$ cat src/rtl/multicycle_controller.sv
// Main control FSM and ALU decoder that sequences a shared multicycle RISC-V datapath (lw, sw, R/I-type ALU, beq, jal).
// Latency: beq 3, R/I-type 4, jal 4, sw 4, lw 5 cycles from FETCH; all outputs are combinational from state and inputs.
// Backpressure: FETCH, MEMREAD and MEMWRITE hold until mem_ready; a held MEMWRITE keeps MemWrite asserted.
//
// Ports: clk/rst (async active-high); op, funct3, funct7b5 from the instruction register; zero from the ALU;
//        mem_ready memory handshake; datapath enables PCWrite, IRWrite, RegWrite, MemWrite; selects AdrSrc,
//        ResultSrc, ALUSrcA, ALUSrcB, ImmSrc; ALUControl; debug state; illegal_instr.
// Build option: MC_CTRL_ILLEGAL_TRAP_EN traps illegal opcodes in an absorbing HALT state; otherwise they act as NOPs.

module multicycle_controller (
    input  logic       clk,
    input  logic       rst,
    input  logic [6:0] op,
    input  logic [2:0] funct3,
    input  logic       funct7b5,
    input  logic       zero,
    input  logic       mem_ready,
    output logic       PCWrite,
    output logic       AdrSrc,
    output logic       MemWrite,
    output logic       IRWrite,
    output logic       RegWrite,
    output logic [1:0] ResultSrc,
    output logic [1:0] ALUSrcA,
    output logic [1:0] ALUSrcB,
    output logic [2:0] ALUControl,
    output logic [1:0] ImmSrc,
    output logic [3:0] state,
    output logic       illegal_instr
);

    localparam logic [3:0] S_FETCH    = 4'd0;
    localparam logic [3:0] S_DECODE   = 4'd1;
    localparam logic [3:0] S_MEMADR   = 4'd2;
    localparam logic [3:0] S_MEMREAD  = 4'd3;
    localparam logic [3:0] S_MEMWB    = 4'd4;
    localparam logic [3:0] S_MEMWRITE = 4'd5;
    localparam logic [3:0] S_EXECUTER = 4'd6;
    localparam logic [3:0] S_ALUWB    = 4'd7;
    localparam logic [3:0] S_EXECUTEI = 4'd8;
    localparam logic [3:0] S_JAL      = 4'd9;
    localparam logic [3:0] S_BEQ      = 4'd10;
    localparam logic [3:0] S_HALT     = 4'd11;

    localparam logic [6:0] OP_LW   = 7'b0000011;
    localparam logic [6:0] OP_SW   = 7'b0100011;
    localparam logic [6:0] OP_R    = 7'b0110011;
    localparam logic [6:0] OP_I    = 7'b0010011;
    localparam logic [6:0] OP_JAL  = 7'b1101111;
    localparam logic [6:0] OP_BEQ  = 7'b1100011;

    logic [3:0] state_q;
    logic [3:0] state_nxt;
    logic [1:0] alu_op;
    logic       pc_update;
    logic       branch;

    always_ff @(posedge clk or posedge rst) begin
        if (rst) begin
            state_q <= S_FETCH;
        end else begin
            state_q <= state_nxt;
        end
    end

    assign state = state_q;

    // Moore outputs plus next-state; only the mem_ready-qualified strobes look at inputs.
    always_comb begin
        state_nxt = state_q;
        AdrSrc    = 1'b0;
        MemWrite  = 1'b0;
        IRWrite   = 1'b0;
        RegWrite  = 1'b0;
        ResultSrc = 2'b00;
        ALUSrcA   = 2'b00;
        ALUSrcB   = 2'b00;
        alu_op    = 2'b00;
        pc_update = 1'b0;
        branch    = 1'b0;
        case (state_q)
            S_FETCH: begin
                ALUSrcB   = 2'b10;
                ResultSrc = 2'b10;
                // Async reset already holds the state at FETCH; gate the fetch strobes so
                // nothing is latched into PC or IR while rst is high.
                IRWrite   = mem_ready & ~rst;
                pc_update = mem_ready & ~rst;
                if (mem_ready) state_nxt = S_DECODE;
            end
            S_DECODE: begin
                ALUSrcA = 2'b01;
                ALUSrcB = 2'b01;
                case (op)
                    OP_LW, OP_SW: state_nxt = S_MEMADR;
                    OP_R:         state_nxt = S_EXECUTER;
                    OP_I:         state_nxt = S_EXECUTEI;
                    OP_JAL:       state_nxt = S_JAL;
                    OP_BEQ:       state_nxt = S_BEQ;
`ifdef MC_CTRL_ILLEGAL_TRAP_EN
                    default:      state_nxt = S_HALT;
`else
                    default:      state_nxt = S_FETCH;
`endif
                endcase
            end
            S_MEMADR: begin
                ALUSrcA   = 2'b10;
                ALUSrcB   = 2'b01;
                state_nxt = (op == OP_LW) ? S_MEMREAD : S_MEMWRITE;
            end
            S_MEMREAD: begin
                AdrSrc = 1'b1;
                if (mem_ready) state_nxt = S_MEMWB;
            end
            S_MEMWB: begin
                ResultSrc = 2'b01;
                RegWrite  = 1'b1;
                state_nxt = S_FETCH;
            end
            S_MEMWRITE: begin
                AdrSrc   = 1'b1;
                MemWrite = 1'b1;
                if (mem_ready) state_nxt = S_FETCH;
            end
            S_EXECUTER: begin
                ALUSrcA   = 2'b10;
                alu_op    = 2'b10;
                state_nxt = S_ALUWB;
            end
            S_EXECUTEI: begin
                ALUSrcA   = 2'b10;
                ALUSrcB   = 2'b01;
                alu_op    = 2'b10;
                state_nxt = S_ALUWB;
            end
            S_ALUWB: begin
                RegWrite  = 1'b1;
                state_nxt = S_FETCH;
            end
            S_JAL: begin
                // Link value PC+4 is formed from OldPC; the target was already computed in DECODE.
                ALUSrcA   = 2'b01;
                ALUSrcB   = 2'b10;
                pc_update = 1'b1;
                state_nxt = S_ALUWB;
            end
            S_BEQ: begin
                ALUSrcA   = 2'b10;
                alu_op    = 2'b01;
                branch    = 1'b1;
                state_nxt = S_FETCH;
            end
`ifdef MC_CTRL_ILLEGAL_TRAP_EN
            S_HALT: begin
                state_nxt = S_HALT;
            end
`endif
            default: begin
                state_nxt = S_FETCH;
            end
        endcase
    end

    assign PCWrite = pc_update | (branch & zero);

`ifdef MC_CTRL_ILLEGAL_TRAP_EN
    assign illegal_instr = (state_q == S_HALT);
`else
    assign illegal_instr = 1'b0;
`endif

    // Immediate format follows the opcode in every state so the extender is ready in DECODE.
    always_comb begin
        case (op)
            OP_SW:   ImmSrc = 2'b01;
            OP_BEQ:  ImmSrc = 2'b10;
            OP_JAL:  ImmSrc = 2'b11;
            default: ImmSrc = 2'b00;
        endcase
    end

    // ALU decoder; op[5] separates R-type sub from addi, which has no funct7 field.
    always_comb begin
        ALUControl = 3'b000;
        case (alu_op)
            2'b01: ALUControl = 3'b001;
            2'b10: begin
                case (funct3)
                    3'b000:  ALUControl = (op[5] & funct7b5) ? 3'b001 : 3'b000;
                    3'b010:  ALUControl = 3'b101;
                    3'b110:  ALUControl = 3'b011;
                    3'b111:  ALUControl = 3'b010;
                    default: ALUControl = 3'b000;
                endcase
            end
            default: ALUControl = 3'b000;
        endcase
    end

endmodule

$ cat config.mk
export PLATFORM = sky130hd
export DESIGN_NAME = multicycle_controller
export DESIGN_NICKNAME = d
export VERILOG_FILES = /design/src/rtl/multicycle_controller.sv
export SDC_FILE = /design/constraint.sdc
export NUM_CORES = 1
export LEC_CHECK = 0
export ABC_AREA = 1
export CORE_MARGIN = 3
export CORE_UTILIZATION = 32
export CTS_CLUSTER_SIZE = 28
export DETAILED_ROUTE_END_ITERATION = 10
export GPL_TIMING_DRIVEN = 0
export PLACE_DENSITY_LB_ADDON = 0.1
export SLEW_MARGIN = 20
export SYNTH_ARGS = -nofsm -noshare
export SYNTH_HDL_FRONTEND = slang
export SYNTH_SLANG_ARGS = --single-unit
$ cat constraint.sdc
create_clock -name clk -period 1.43 [get_ports clk]
set_input_delay 0.143 -clock clk [delete_from_list [all_inputs] [get_ports clk]]
set_output_delay 0.143 -clock clk [all_outputs]
set_load 0.02 [all_outputs]
### Word level (Yosys, flattened, before mapping)

Cells that the tools add are included.

* bitwise operators: 5
* reduce and logical (&&, ||, !) cells: 12
* mux-type cells: 20
* equality and inequality tests: 24

Operators with widths (count)
* $pmux 4 s6: 1
* $pmux 4 s5: 1
* $eq 4x3->1 const B: 4
* $pmux 2 s2: 4
* $eq 7x6->1 const B: 2
* $eq 7x7->1 const B: 2
* $eq 4x4->1 const B: 3
* $mux 4: 3
* $pmux 3 s4: 1
* $reduce_or 2->1: 6
* $eq 4x2->1 const B: 2
* $eq 7x2->1 const B: 1
* $eq 7x5->1 const B: 1
* $eq 3x3->1 const B: 2
* $mux 1: 6
* $ne 2x2->1 const B: 3
* $pmux 2 s3: 1
* $pmux 3 s2: 1
* $reduce_or 3->1: 2
* $eq 4x1->1 const B: 1
* $logic_not 4->1: 1
* $reduce_or 4->1: 1
* $and 1x1->1: 3
* $eq 3x2->1 const B: 1
* other kinds (8): 8

* bits of input ports: 15
* output and inout bits: 21
* flip-flop bits (word level): 4

### Depth between registers and ports, before layout

* depth in word-level cells: 5
* mapped depth: 9
* mapped depth without buffers: 9

### Worst setup path before layout

Ideal clock, no wire load.

* kind: reg-to-output
* start point: register state_q[0], in the netlist state[0]
* end point: output ALUControl[1]
* setup slack: -0.462 ns
* stages on the path, launching flop included: 7
* data arrival time: 1.749 ns
* data required time: 1.287 ns
* path buffers: 0
* path through: dfrtp_1 -> nor2_2 -> nand2_2 -> nand2_2 -> inv_1 -> ha_1 -> nor3_1

* cells in the longest elaborated chain, start to end: 5
* elaborated cells between the ends (all ways): 8
* classes of those cells: 5 x eq/ne; 2 x mux; 1 x reduce/logical

Ends and longest elaborated chain
* from (decl): RTL line 52 `logic [3:0] state_q;`
* from (signal assigned): RTL line 62 `state_q <= state_nxt;`
* $eq 4x4->1 / $eq 4x3->1 (equally long branches): RTL line 81 `case (state_q)`
* $reduce_or 2->1 (no source line)
* $pmux 2 s2 (*): RTL line 81
* $eq 2x2->1 / $eq 2x1->1 (equally long branches): RTL line 186 `case (alu_op)`
* $pmux 3 s2 (*): RTL line 186
* to (decl): RTL line 26 `output logic [2:0] ALUControl,`

Every way passes the cells marked *; elsewhere a longest branch is shown, timed or not.

### Worst setup path after layout

* start point: register state_q[2], in the netlist state[2]
* end point: output ALUControl[0]

The elaborated chain is that of the path after synthesis.

==> metrics.yaml <==
pwr:
  ir_drop_uv: 1040
  p_per_area_nw_per_um2: 1020
  p_clk_share_pct: 11.3
  switchingPower_mw: 0.672
  p_comb_share_pct: 75.3
  pwr-share-seq_pct: 13.3
  swShare_pct: 50.2
  internal_power_mw: 0.668
  power.total_mw: 1.34
  leakagePower_nw: 0.688
placed_design:
  post-place-ws_ns: -0.659
  hpwl_um: 1490
  placedCellCount: 161
  port_buffers: 34
  placed_area_um2: 1050
  gp_congestion: 0.839
synth:
  synth.avg_cell_area_um2: 5.70
  synth_seq_area_share_pct: 17.1
  synth_flop_cell: "dfrtp_1"
  async_flop_share_pct: 100
  synth-edff-count: 0
  yosys_warnings: 0
  syn-cell-area_um2: 587
  synth.distinct_cells: 22
  ys_seq_elements: 4
  syn_inst: 103
  syn_nets: 120
floorplanning:
  core_um2: 1610
  fp.dieH_um: 48.8
  num_rows: 14
  die_w_um: 48.8
  start_util_pct: 36.4
  io_pins: 36
  die-area_um2: 2380
timing:
  fin_hold_ws_ns: 0.166
  setup_tns_ns: -2.73
  setup_slack_ns: -0.470
  setup-violations-final: 12
  hold_violations: 0
  fin_crit_sh_pct: 133
  fmax_mhz: 526
  slew_violations: 0
  rsz0062_at_grt: "true"
  period_needed_ns: 1.90
  skew_ns: 0.00938
setup_path:
  worstSetupPathType: "flip-flop to output pin"
  crit_end: "ALUControl[0]"
  reg2reg_from: "state[0]"
  cp_max_fo: 4
  critPathCaptureType: "output pin"
  setup.worst_path.start_class: "flip-flop"
  rr_endpoint: "state[2]"
  cp.required_ns: 1.29
  crit_start: "state[2]"
  worstRegToRegCells: 7
  r2r_slack_ns: 0
  cp.arrival_ns: 1.76
grt:
  busiest_layer: "met2"
  grt-ovfl-total: 0
  use_met2_pct: 30.5
  grt_pass1_wl_um: 3240
  grt_max_degree: 7
  use_met3_pct: 4.89
  antenna_found_initial: 0
  grtUsageMet1_pct: 19.1
  track_usage_pct: 17.6
  grt_pass1_vias: 775
clocking:
  clk_path_buf_depth: 2
  insertion_delay_ns: 0.25
  clock-sinks: 4
  cts_root_buf: "clkbuf_4"
  h-tree-depth: 1
  numCtsBuffers: 3
  cts_hold_buf: 0
  cts.clk_slew.worst_paths_ns: 0.04
  cts_tree: "yes"
route:
  vias_per_cell: 4.85
  drt-total-wl_um: 2600
  postRouteAntennaNets: 0
  firstDrtPassIters: 4
  drc_errors: 0
  routedWlPerCell_um: 14.0
  vias: 898
  drt-initial-drc-count: 37
outcome:
  status: "finished with violations"
  violations: "negative setup slack"
layout:
  diodes: 0
  final_util_pct: 81.6
  fillers: 98
  instances_no_fill: 185
  layout.nets: 180
  drive_above_1_share_pct: 54.7
  design_area_um2: 1320
  largest_reg_flops: 4
  area_growth_pct: 124
  regArea_um2: 105
  multi_input_area_um2: 576
run:
  max-cap-violations: 0
hold_path:
  hp-class: "input pin to async pin"
==> synthesized netlist by cell type, types with 3 or more instances <==
| cell | count | area [µm²] |
|---|---|---|
| a21oi_1 | 3 | 15.0 |
| dfrtp_1 | 4 | 100 |
| inv_1 | 12 | 45.0 |
| inv_2 | 7 | 26.3 |
| nand2_1 | 22 | 82.6 |
| nand2_2 | 7 | 43.8 |
| nand3_1 | 8 | 40.0 |
| nor2_1 | 15 | 56.3 |
| nor2_2 | 3 | 18.8 |
| nor3_1 | 3 | 15.0 |
| o21ai_0 | 5 | 25.0 |
==> what timing repair did <==
action	CTS	global route
buffers inserted	13	8
endpoints found under the setup margin	18	14
pin swaps	8	9
gates resized for setup	102	22
==> how the worst min path moves through the flow <==
stage	startpoint	endpoint	slack, ns	cells after the start
2_1_floorplan	rst	state[0]	-0.09	1
3_3_place_gp	rst	state[2]	0.43	2
3_5_place_dp	rst	state[2]	0.44	2
4_1_cts	rst	state[2]	0.18	2
5_1_grt	rst	state[2]	0.19	2
6_report	rst	state[2]	0.17	2
==> power by group through the flow <==
stage                     Combinational [mW]  Clock, mW  Sequential, mW
after floorplan                        0.427          0           0.209
after global placement                 0.751          0           0.193
after detailed placement               0.760          0           0.195
after CTS                              0.865      0.152           0.179
after global routing                    1.06      0.168           0.181
final                                   1.01      0.152           0.179
==> logic make-up after synthesis <==
group	Yosys count	synth area share [%]
flip-flops	4	17.1
AND/OR/NAND/NOR	63	51.8
other	1	0.639
AO/OA/AOI/OAI	13	12.8
adder cells (fa/ha/maj)	2	4.26
buffers and inverters	20	13.4
==> metal layers <==
layer | vias up | wire length, µm
li1 | 441 | -
met1 | 416 | 1040
met2 | 33 | 1370
met3 | 8 | 114
met4 | 0 | 74
met5 | - | 0
==> final cells by class <==
type | count | share of cell area (%)
inverters | 19 | 5.80
repair buffers | 55 | 37.9
well taps | 24 | 2.28
flip-flops and latches | 4 | 7.99
clock buffers | 3 | 1.71
plain buffers | 1 | 0.571
multi-input cells | 79 | 43.8
==> placed cells by master, fill, tap and decap left out, types with 7 or more instances in the layout <==
master	n
clkdlybuf4s50_1	12
buf_6	12
nor2_4	8
nand2_4	7
nand2_1	18
inv_1	8
nand3_1	7
nor2_1	8
buf_4	21
inv_2	9
==> critical path, stage by stage (launching register included) <==
cell and delay, ns:
dfrtp_2 0.45, inv_4 0.10, nand2_4 0.07, buf_12 0.13, nor2_4 0.11, inv_2 0.07, ha_4 0.18, a21oi_2 0.19
a21oi_4 0.07, buf_6 0.13
(Power assumes the default switching activity.)
